**src/rtl/uart_frame_tx.sv**
```systemverilog
// Multi-byte UART transmitter: shifts out NUM_BYTES bytes (byte 0 first, LSB first) with
// optional parity, one or two stop bits, an idle gap after each frame and a beacon repeat mode.
module uart_frame_tx #(
    parameter int CLKFREQ     = 50_000_000,
    parameter int BAUD        = 115_200,
    parameter int NUM_BYTES   = 8,
    parameter int PARITY      = 0,
    parameter int STOP_BITS   = 1,
    parameter int FRAME_GAP   = 0,
    parameter int AUTO_REPEAT = 0
) (
    input  logic                   clk,
    input  logic                   rst,
    input  logic [8*NUM_BYTES-1:0] frame_data,
    input  logic                   start,
    output logic                   busy,
    output logic                   byte_done,
    output logic                   frame_done,
    output logic                   UART_tx
);

    localparam int BAUD_DIV   = CLKFREQ / BAUD;
    localparam int CNT_W      = (BAUD_DIV > 2) ? $clog2(BAUD_DIV) : 1;
    localparam int IDX_W      = (NUM_BYTES > 1) ? $clog2(NUM_BYTES) : 1;
    localparam bit HAS_PARITY = (PARITY != 0);
    localparam bit HAS_GAP    = (FRAME_GAP > 0);
    localparam bit REPEAT     = (AUTO_REPEAT != 0);

    typedef enum logic [2:0] {
        ST_IDLE,
        ST_START,
        ST_DATA,
        ST_PARITY,
        ST_STOP,
        ST_GAP
    } state_t;

    state_t                 state_q;
    logic [CNT_W-1:0]       baud_q;
    logic [2:0]             bit_q;
    logic                   stop_q;
    logic [7:0]             gap_q;
    logic [IDX_W-1:0]       idx_q;
    logic [8*NUM_BYTES-1:0] shadow_q;
    logic                   tx_q;
    logic                   busy_q;
    logic                   byte_done_q;
    logic                   frame_done_q;

    logic                   baud_last_s;
    logic                   baud_pre_s;
    logic                   last_stop_s;
    logic                   last_byte_s;
    logic                   last_gap_s;
    logic                   byte_end_s;
    logic                   frame_end_s;
    logic [7:0]             cur_byte_s;

    function automatic logic parity_bit(input logic [7:0] d);
        parity_bit = (PARITY == 1) ? ~(^d) : (^d);
    endfunction

    // The byte in flight always sits in the low byte of the shadow; it is shifted down per byte.
    assign cur_byte_s  = shadow_q[7:0];
    assign baud_last_s = (baud_q == CNT_W'(BAUD_DIV - 1));
    assign baud_pre_s  = (baud_q == CNT_W'(BAUD_DIV - 2));
    assign last_stop_s = (stop_q == 1'(STOP_BITS - 1));
    assign last_byte_s = (idx_q == IDX_W'(NUM_BYTES - 1));
    assign last_gap_s  = (gap_q == 8'(FRAME_GAP - 1));

    // Decode which bit slot closes a byte or the whole frame.
    always_comb begin
        byte_end_s  = 1'b0;
        frame_end_s = 1'b0;
        case (state_q)
            ST_STOP: begin
                byte_end_s  = last_stop_s;
                frame_end_s = last_stop_s && last_byte_s && !HAS_GAP;
            end
            ST_GAP: begin
                byte_end_s  = 1'b0;
                frame_end_s = last_gap_s;
            end
            default: begin
                byte_end_s  = 1'b0;
                frame_end_s = 1'b0;
            end
        endcase
    end

    // Transmit FSM; outputs are set one clock ahead so they appear from flops in the right slot.
    always_ff @(posedge clk or posedge rst) begin
        if (rst) begin
            state_q      <= ST_IDLE;
            baud_q       <= '0;
            bit_q        <= 3'd0;
            stop_q       <= 1'b0;
            gap_q        <= 8'd0;
            idx_q        <= '0;
            shadow_q     <= '0;
            tx_q         <= 1'b1;
            busy_q       <= 1'b0;
            byte_done_q  <= 1'b0;
            frame_done_q <= 1'b0;
        end else begin
            byte_done_q  <= byte_end_s && baud_pre_s;
            frame_done_q <= frame_end_s && baud_pre_s;
            if (state_q == ST_IDLE) begin
                baud_q <= '0;
                if (start) begin
                    shadow_q <= frame_data;
                    idx_q    <= '0;
                    state_q  <= ST_START;
                    tx_q     <= 1'b0;
                    busy_q   <= 1'b1;
                end
            end else if (!baud_last_s) begin
                baud_q <= baud_q + CNT_W'(1);
            end else begin
                baud_q <= '0;
                if (frame_end_s) begin
                    if (REPEAT) begin
                        shadow_q <= frame_data;
                        idx_q    <= '0;
                        state_q  <= ST_START;
                        tx_q     <= 1'b0;
                    end else begin
                        state_q <= ST_IDLE;
                        busy_q  <= 1'b0;
                        tx_q    <= 1'b1;
                    end
                end else begin
                    case (state_q)
                        ST_START: begin
                            state_q <= ST_DATA;
                            bit_q   <= 3'd0;
                            tx_q    <= cur_byte_s[0];
                        end
                        ST_DATA: begin
                            if (bit_q == 3'd7) begin
                                stop_q <= 1'b0;
                                if (HAS_PARITY) begin
                                    state_q <= ST_PARITY;
                                    tx_q    <= parity_bit(cur_byte_s);
                                end else begin
                                    state_q <= ST_STOP;
                                    tx_q    <= 1'b1;
                                end
                            end else begin
                                bit_q <= bit_q + 3'd1;
                                tx_q  <= cur_byte_s[bit_q + 3'd1];
                            end
                        end
                        ST_PARITY: begin
                            state_q <= ST_STOP;
                            stop_q  <= 1'b0;
                            tx_q    <= 1'b1;
                        end
                        ST_STOP: begin
                            if (!last_stop_s) begin
                                stop_q <= stop_q + 1'b1;
                            end else if (!last_byte_s) begin
                                idx_q    <= idx_q + IDX_W'(1);
                                shadow_q <= shadow_q >> 8;
                                state_q  <= ST_START;
                                tx_q     <= 1'b0;
                            end else begin
                                state_q <= ST_GAP;
                                gap_q   <= 8'd0;
                                tx_q    <= 1'b1;
                            end
                        end
                        ST_GAP: begin
                            gap_q <= gap_q + 8'd1;
                        end
                        default: begin
                            state_q <= ST_IDLE;
                            busy_q  <= 1'b0;
                            tx_q    <= 1'b1;
                        end
                    endcase
                end
            end
        end
    end

    assign UART_tx    = tx_q;
    assign busy       = busy_q;
    assign byte_done  = byte_done_q;
    assign frame_done = frame_done_q;

endmodule

```
**config.mk**
```make
export PLATFORM = sky130hd
export DESIGN_NAME = uart_frame_tx
export DESIGN_NICKNAME = d
export VERILOG_FILES = /design/src/rtl/uart_frame_tx.sv
export SDC_FILE = /design/constraint.sdc
export NUM_CORES = 1
export LEC_CHECK = 0
export CORE_MARGIN = 2
export CORE_UTILIZATION = 58
export CTS_CLUSTER_SIZE = 16
export DETAILED_ROUTE_END_ITERATION = 6
export PLACE_DENSITY = 0.85
export SETUP_SLACK_MARGIN = 0.4
export SYNTH_ARGS = -nofsm -noshare
export SYNTH_HDL_FRONTEND = slang
export SYNTH_SLANG_ARGS = --single-unit
export TNS_END_PERCENT = 10
```
**constraint.sdc**
```tcl
create_clock -name clk -period 6.9 [get_ports clk]
set_input_delay 1.38 -clock clk [delete_from_list [all_inputs] [get_ports clk]]
set_output_delay 1.38 -clock clk [all_outputs]
set_load 0.02 [all_outputs]
```
# ---- Yosys cells after proc, flatten, opt, wreduce, memory -nomap -nowiden
# Cells that the tools add are included.
dict set report classes {
  magnitude_cmp 1
  n_eq_ne 22
  reduce_logical 17
  n_bitwise 3
  add_sub_neg 5
  mux 49
}
# op n
set ops {}
lappend ops {{64-bit 2-to-1 mux} 7}
lappend ops {{3-bit 2-to-1 mux} 15}
lappend ops {{9-bit equality test (second input constant)} 2}
lappend ops {{9-bit 2-to-1 mux} 2}
lappend ops {{1-bit 2-to-1 mux} 16}
lappend ops {{8-bit 2-to-1 mux} 2}
lappend ops {{8-bit case mux with 2 select lines} 1}
lappend ops {{3-bit case mux with 5 select lines} 1}
lappend ops {{5-bit AND reduction} 3}
lappend ops {{3-bit equality test (second input constant)} 4}
lappend ops {{6-bit AND reduction} 2}
lappend ops {{2-bit inequality test (second input constant)} 5}
lappend ops {{9-bit by 1-bit adder with 9-bit output (second input constant)} 1}
lappend ops {{8-bit by 1-bit adder with 8-bit output (second input constant)} 1}
lappend ops {{8-bit equality test (second input constant)} 1}
lappend ops {{4-bit inequality test (second input constant)} 2}
lappend ops {{2-bit nonzero test} 4}
lappend ops {{3-bit by 1-bit adder with 3-bit output (second input constant)} 2}
lappend ops {{3-bit by 2-bit equality test with 1-bit output (second input constant)} 2}
lappend ops {{2-bit by 1-bit inequality test with 1-bit output (second input constant)} 3}
lappend ops {{3-bit case mux with 2 select lines} 1}
lappend ops {{5-bit OR reduction} 1}
lappend ops {{3-bit by 4-bit less-than comparator with 1-bit output (second input constant)} 1}
lappend ops {{1-bit case mux with 4 select lines} 1}
lappend ops {{other kinds (13)} 17}
dict set report totals {
  wordCells 108
  reg_bits 95
  out_inout_bits 4
  inputBits 67
}

# ---- Longest topological paths before layout
dict set report depth {
  word_depth 8
  mapped_depth 8
}

# ---- Worst setup path before layout
# No wires, ideal clock.
dict set report synth_path {
  path_type {in2reg}
  startpoint {input start}
  endpoint {register shadow_q[22]}
  n_path_buf 2
  stages 6
  required_time_ns 6.767
  arrival_time_ns 2.241
  setup_slack_ns 4.526
  path_cell_list {nand2b_1 > o41a_1 > nand2b_4 > buf_6 > clkbuf_1 > o21ai_0}
}
dict set report synth_via {
  elab_chain_cells 2
}
# item line
set synth_rtl {}
lappend synth_rtl {{start: declaration} 15} ;# input logic start,
lappend synth_rtl {{2-bit inequality test (no source line)} --}
lappend synth_rtl {{6-bit AND reduction (no source line)} --}
lappend synth_rtl {{end signal: assignment} 111} ;# shadow_q <= frame_data;
lappend synth_rtl {{end signal: assignment} 123} ;# shadow_q <= frame_data;
lappend synth_rtl {{end signal: assignment} 164} ;# shadow_q <= shadow_q >> 8;
lappend synth_rtl {{end: declaration} 44} ;# logic [8*NUM_BYTES-1:0] shadow_q;
# No other way between the ends.
# A chain may end at the register's enable or synchronous reset.

# ---- Worst setup path in the final report
dict set report layout_path {
  startpoint {input start}
  endpoint {register shadow_q[44]}
}
# The elaborated chain is that of the path after synthesis.

==> impl_metrics.xml <==
<?xml version="1.0" encoding="UTF-8"?>
<metrics>
  <group name="floorplan">
    <metric name="effective_utilization_at_floorplan" unit="">0.592</metric>
    <metric name="core.rowCount" unit="">32</metric>
    <metric name="fp.dieW" unit="µm">92.4</metric>
    <metric name="core" unit="mm²">0.00765</metric>
    <metric name="fp.dieH" unit="µm">92.4</metric>
    <metric name="top_level_pins" unit="">71</metric>
    <metric name="floorplan.die_area" unit="mm²">0.00853</metric>
  </group>
  <group name="clock_tree">
    <metric name="number_of_gates_given_a_new_drive_strength_after_cts" unit="">0</metric>
    <metric name="ctsHtreeMaxLevel" unit="">3</metric>
    <metric name="postCtsSetupBuffers" unit="">0</metric>
    <metric name="clk_root_buffer_cell" unit="">sky130_fd_sc_hd__clkbuf_8</metric>
    <metric name="clock_tree.buffer_depth" unit="">2</metric>
    <metric name="clock_latency" unit="ns">0.36</metric>
    <metric name="cts.hold.buffers_added" unit="">0</metric>
    <metric name="cts_buffers" unit="">9</metric>
    <metric name="tritoncts_num_sinks" unit="">94</metric>
    <metric name="tritoncts" unit="">yes</metric>
    <metric name="clk_transition_reported_paths" unit="ns">0.09</metric>
  </group>
  <group name="route">
    <metric name="drt_iter0_drc" unit="">185</metric>
    <metric name="drt_pass1_iterations" unit="">4</metric>
    <metric name="detailroute.via_count" unit="">3444</metric>
    <metric name="detail_route.vias_per_cell" unit="">5.97</metric>
    <metric name="route.antenna.remaining_nets" unit="">0</metric>
    <metric name="avgRoutedWirePerCell" unit="µm">16.7</metric>
    <metric name="detail_route.drc_violations" unit="">0</metric>
    <metric name="finalWirelength" unit="µm">9620</metric>
  </group>
  <group name="worst_setup_path">
    <metric name="required" unit="ns">7.11</metric>
    <metric name="critical_path_class" unit="">in -&gt; reg</metric>
    <metric name="timing.critical_path.from_type" unit="">input pin</metric>
    <metric name="critPathArrivalTime" unit="ns">3.34</metric>
    <metric name="crit_fanout" unit="">67</metric>
    <metric name="worstSetupEndpointType" unit="">flop</metric>
  </group>
  <group name="cells_and_area">
    <metric name="drive_above_1_share" unit="">0.0695</metric>
    <metric name="mostFrequentLayoutCell" unit="">sky130_fd_sc_hd__o21ai_0</metric>
    <metric name="antenna_diode_count" unit="">0</metric>
    <metric name="nNetsFinal" unit="">545</metric>
    <metric name="filler_cell_count" unit="">566</metric>
    <metric name="final_design_area_no_fill" unit="mm²">0.00543</metric>
    <metric name="multiInputGateArea" unit="mm²">0.00201</metric>
    <metric name="synthToLayoutAreaGrowth" unit="%">19.8</metric>
    <metric name="final_util" unit="">0.710</metric>
    <metric name="final_cell_mix" unit="">111 x sky130_fd_sc_hd__o21ai_0, 92 x sky130_fd_sc_hd__dfrtp_1, 70 x sky130_fd_sc_hd__clkdlybuf4s50_1, 56 x sky130_fd_sc_hd__mux2i_1, 16 x sky130_fd_sc_hd__nor2_1</metric>
    <metric name="area.sequential" unit="mm²">0.00236</metric>
  </group>
  <group name="yosys">
    <metric name="postSynthAreaPerCell" unit="µm²">10.8</metric>
    <metric name="post_synth_edffs" unit="">0</metric>
    <metric name="synth_nets" unit="">493</metric>
    <metric name="syn_inst" unit="">418</metric>
    <metric name="post_synth_main_area_contributors" unit="">sky130_fd_sc_hd__dfrtp_1 51%, sky130_fd_sc_hd__mux2i_1 12%, sky130_fd_sc_hd__o21ai_0 12%</metric>
    <metric name="netlist.area_leader.share" unit="">0.514</metric>
    <metric name="syn-cell-area" unit="mm²">0.00453</metric>
    <metric name="seq_area_frac_synth" unit="">0.519</metric>
    <metric name="largest_area_contributor_in_the_netlist" unit="">sky130_fd_sc_hd__dfrtp_1</metric>
    <metric name="post_synthesis_async_set_or_reset_flop_share" unit="">1.00</metric>
    <metric name="synth.lib_cells_used.distinct" unit="">49</metric>
    <metric name="primary_flip_flop_cell_chosen_by_synthesis_mapping" unit="">sky130_fd_sc_hd__dfrtp_1</metric>
    <metric name="yosys_warnings" unit="">0</metric>
    <metric name="postSynthRegisterBits" unit="">94</metric>
  </group>
  <group name="pwr">
    <metric name="power_leakage" unit="nW">2.22</metric>
    <metric name="worst_ir_drop_vdd" unit="mV">0.0948</metric>
    <metric name="combinationalPowerShare" unit="">0.070</metric>
    <metric name="pwr-share-seq" unit="">0.573</metric>
    <metric name="clkPwrFrac" unit="">0.356</metric>
    <metric name="power-per-cell-area" unit="mW/mm²">178</metric>
    <metric name="sw_frac_of_total" unit="">0.230</metric>
    <metric name="cellInternalPower" unit="mW">0.744</metric>
    <metric name="net-switching-power" unit="mW">0.223</metric>
  </group>
  <group name="placement">
    <metric name="gp_congestion" unit="">0.891</metric>
    <metric name="dpl_cell_area" unit="mm²">0.00524</metric>
    <metric name="numPortBuffers" unit="">70</metric>
    <metric name="detailedPlacementHpwl" unit="µm">6330</metric>
  </group>
  <group name="grt">
    <metric name="grt_overflow_total" unit="">0</metric>
    <metric name="number_of_global_route_vias_before_repair" unit="">3356</metric>
    <metric name="grt.total_usage" unit="">0.238</metric>
    <metric name="antenna_found_initial" unit="">0</metric>
    <metric name="grt_max_degree" unit="">72</metric>
    <metric name="grt_pass1_wl" unit="µm">16000</metric>
  </group>
  <group name="sta">
    <metric name="total_setup_violations_reported_at_the_end_of_the_flow" unit="">0</metric>
    <metric name="tightest_slew" unit="ns">1.10</metric>
    <metric name="layout_min_cycle_time" unit="ns">3.13</metric>
    <metric name="min_period_over_period" unit="">0.454</metric>
    <metric name="tns" unit="ns">0</metric>
    <metric name="achievable-frequency" unit="GHz">0.319</metric>
    <metric name="rsz0062_at_grt" unit="">no</metric>
    <metric name="post_route_clock_skew" unit="ns">0.00729</metric>
    <metric name="timing_max_transition_violations_final" unit="">0</metric>
    <metric name="worst_slew_margin_rel" unit="">0.268</metric>
    <metric name="finalHoldViolCount" unit="">0</metric>
  </group>
  <group name="flow_run">
    <metric name="cap_violations" unit="">0</metric>
  </group>
  <group name="worst_hold_path">
    <metric name="hold_class" unit="">reg -&gt; reg</metric>
  </group>
  <group name="status">
    <metric name="outcome" unit="">finished, final reports clean</metric>
  </group>
</metrics>
layer usage:
layer  global-route usage  vias to the layer above  share of wire  routed length, µm
met5                    0                        -              0                  0
met4                0.121                        0          0.035                333
met3               0.0399                       20          0.047                456
met2                0.377                      104           0.49               4720
met1                0.319                     1696           0.43               4120
li1                     -                     1624              -                  -
per-stage QoR:
step | power (mW) | setup slack [ns] | cells | hold slack (ns)
2_1_floorplan | 0.587 | 3.07 | 418 | 0.439
3_3_place_gp | 0.633 | 3.45 | 561 | 0.464
3_5_place_dp | 0.634 | 3.40 | 561 | 0.465
4_1_cts | 0.974 | 3.78 | 577 | 0.477
5_1_grt | 1.00 | 3.59 | 577 | 0.508
6_report | 0.966 | 3.77 | 577 | 0.478
worst paths after layout:
kind | start | slack [ns] | cells past startpoint | to
setup / recovery | start | 3.77 | 6 | shadow_q[44]
hold / removal | gap_q[7] | 0.48 | 1 | gap_q[7]
setup reg to reg | state_q[2] | 3.84 | 5 | shadow_q[62]
hold reg to reg | gap_q[7] | 0.48 | 1 | gap_q[7]
max in group asynchronous | rst | 4.34 | 3 | shadow_q[54]
min in group asynchronous | rst | 1.57 | 2 | shadow_q[59]
critical path, stage by stage:
cell                              delay, ns
sky130_fd_sc_hd__clkdlybuf4s50_1       0.41
sky130_fd_sc_hd__nand2b_1              0.11
sky130_fd_sc_hd__o41a_1                0.15
sky130_fd_sc_hd__buf_4                 0.41
sky130_fd_sc_hd__nand2b_4              0.62
sky130_fd_sc_hd__o21ai_0               0.22
flip-flops by register name, summed over array words and instances (netlist names):
| name | flops |
|---|---|
| gap_q | 8 |
| shadow_q | 64 |
| baud_q | 9 |
| byte_done | 1 |
| frame_done | 1 |
| UART_tx | 1 |
| bit_q | 3 |
| busy | 1 |
| state_q | 3 |
| idx_q | 3 |
power groups by stage:
stage               registers [mW]  clock network [mW]  logic (mW)
global placement             0.565                   0      0.0682
floorplan                    0.565                   0      0.0224
global route                 0.555               0.372      0.0746
finish                       0.554               0.344      0.0680
detailed placement           0.565                   0      0.0689
CTS                          0.554               0.350      0.0692
cell families after synthesis:
group / synth area share
fa+ha+maj: 0.0221
flops: 0.519
xor+xnor: 0.0271
compound gates: 0.177
buf+inv: 0.0367
mux: 0.139
simple gates: 0.0790
cell usage after synthesis, types with 3 or more instances:
master / n
sky130_fd_sc_hd__o21ai_0: 111
sky130_fd_sc_hd__dfrtp_1: 93
sky130_fd_sc_hd__mux2i_1: 56
sky130_fd_sc_hd__clkbuf_1: 25
sky130_fd_sc_hd__nor2_1: 16
sky130_fd_sc_hd__xnor2_1: 12
sky130_fd_sc_hd__a22o_1: 10
sky130_fd_sc_hd__nand3_1: 10
sky130_fd_sc_hd__ha_1: 8
sky130_fd_sc_hd__inv_1: 7
sky130_fd_sc_hd__o21ai_1: 7
sky130_fd_sc_hd__and3_1: 6
sky130_fd_sc_hd__buf_2: 4
sky130_fd_sc_hd__nand2_1: 4
sky130_fd_sc_hd__o2bb2ai_1: 3
cell type report:
class,instances,share of cell area
multi-input cells,285,0.370
flip-flops and latches,94,0.434
well taps,102,0.0235
clock inverters,5,0.00622
repair buffers,72,0.132
clock buffers,11,0.0279
inverters,8,0.00576
No activity file was read; power rests on OpenSTA's default activity.
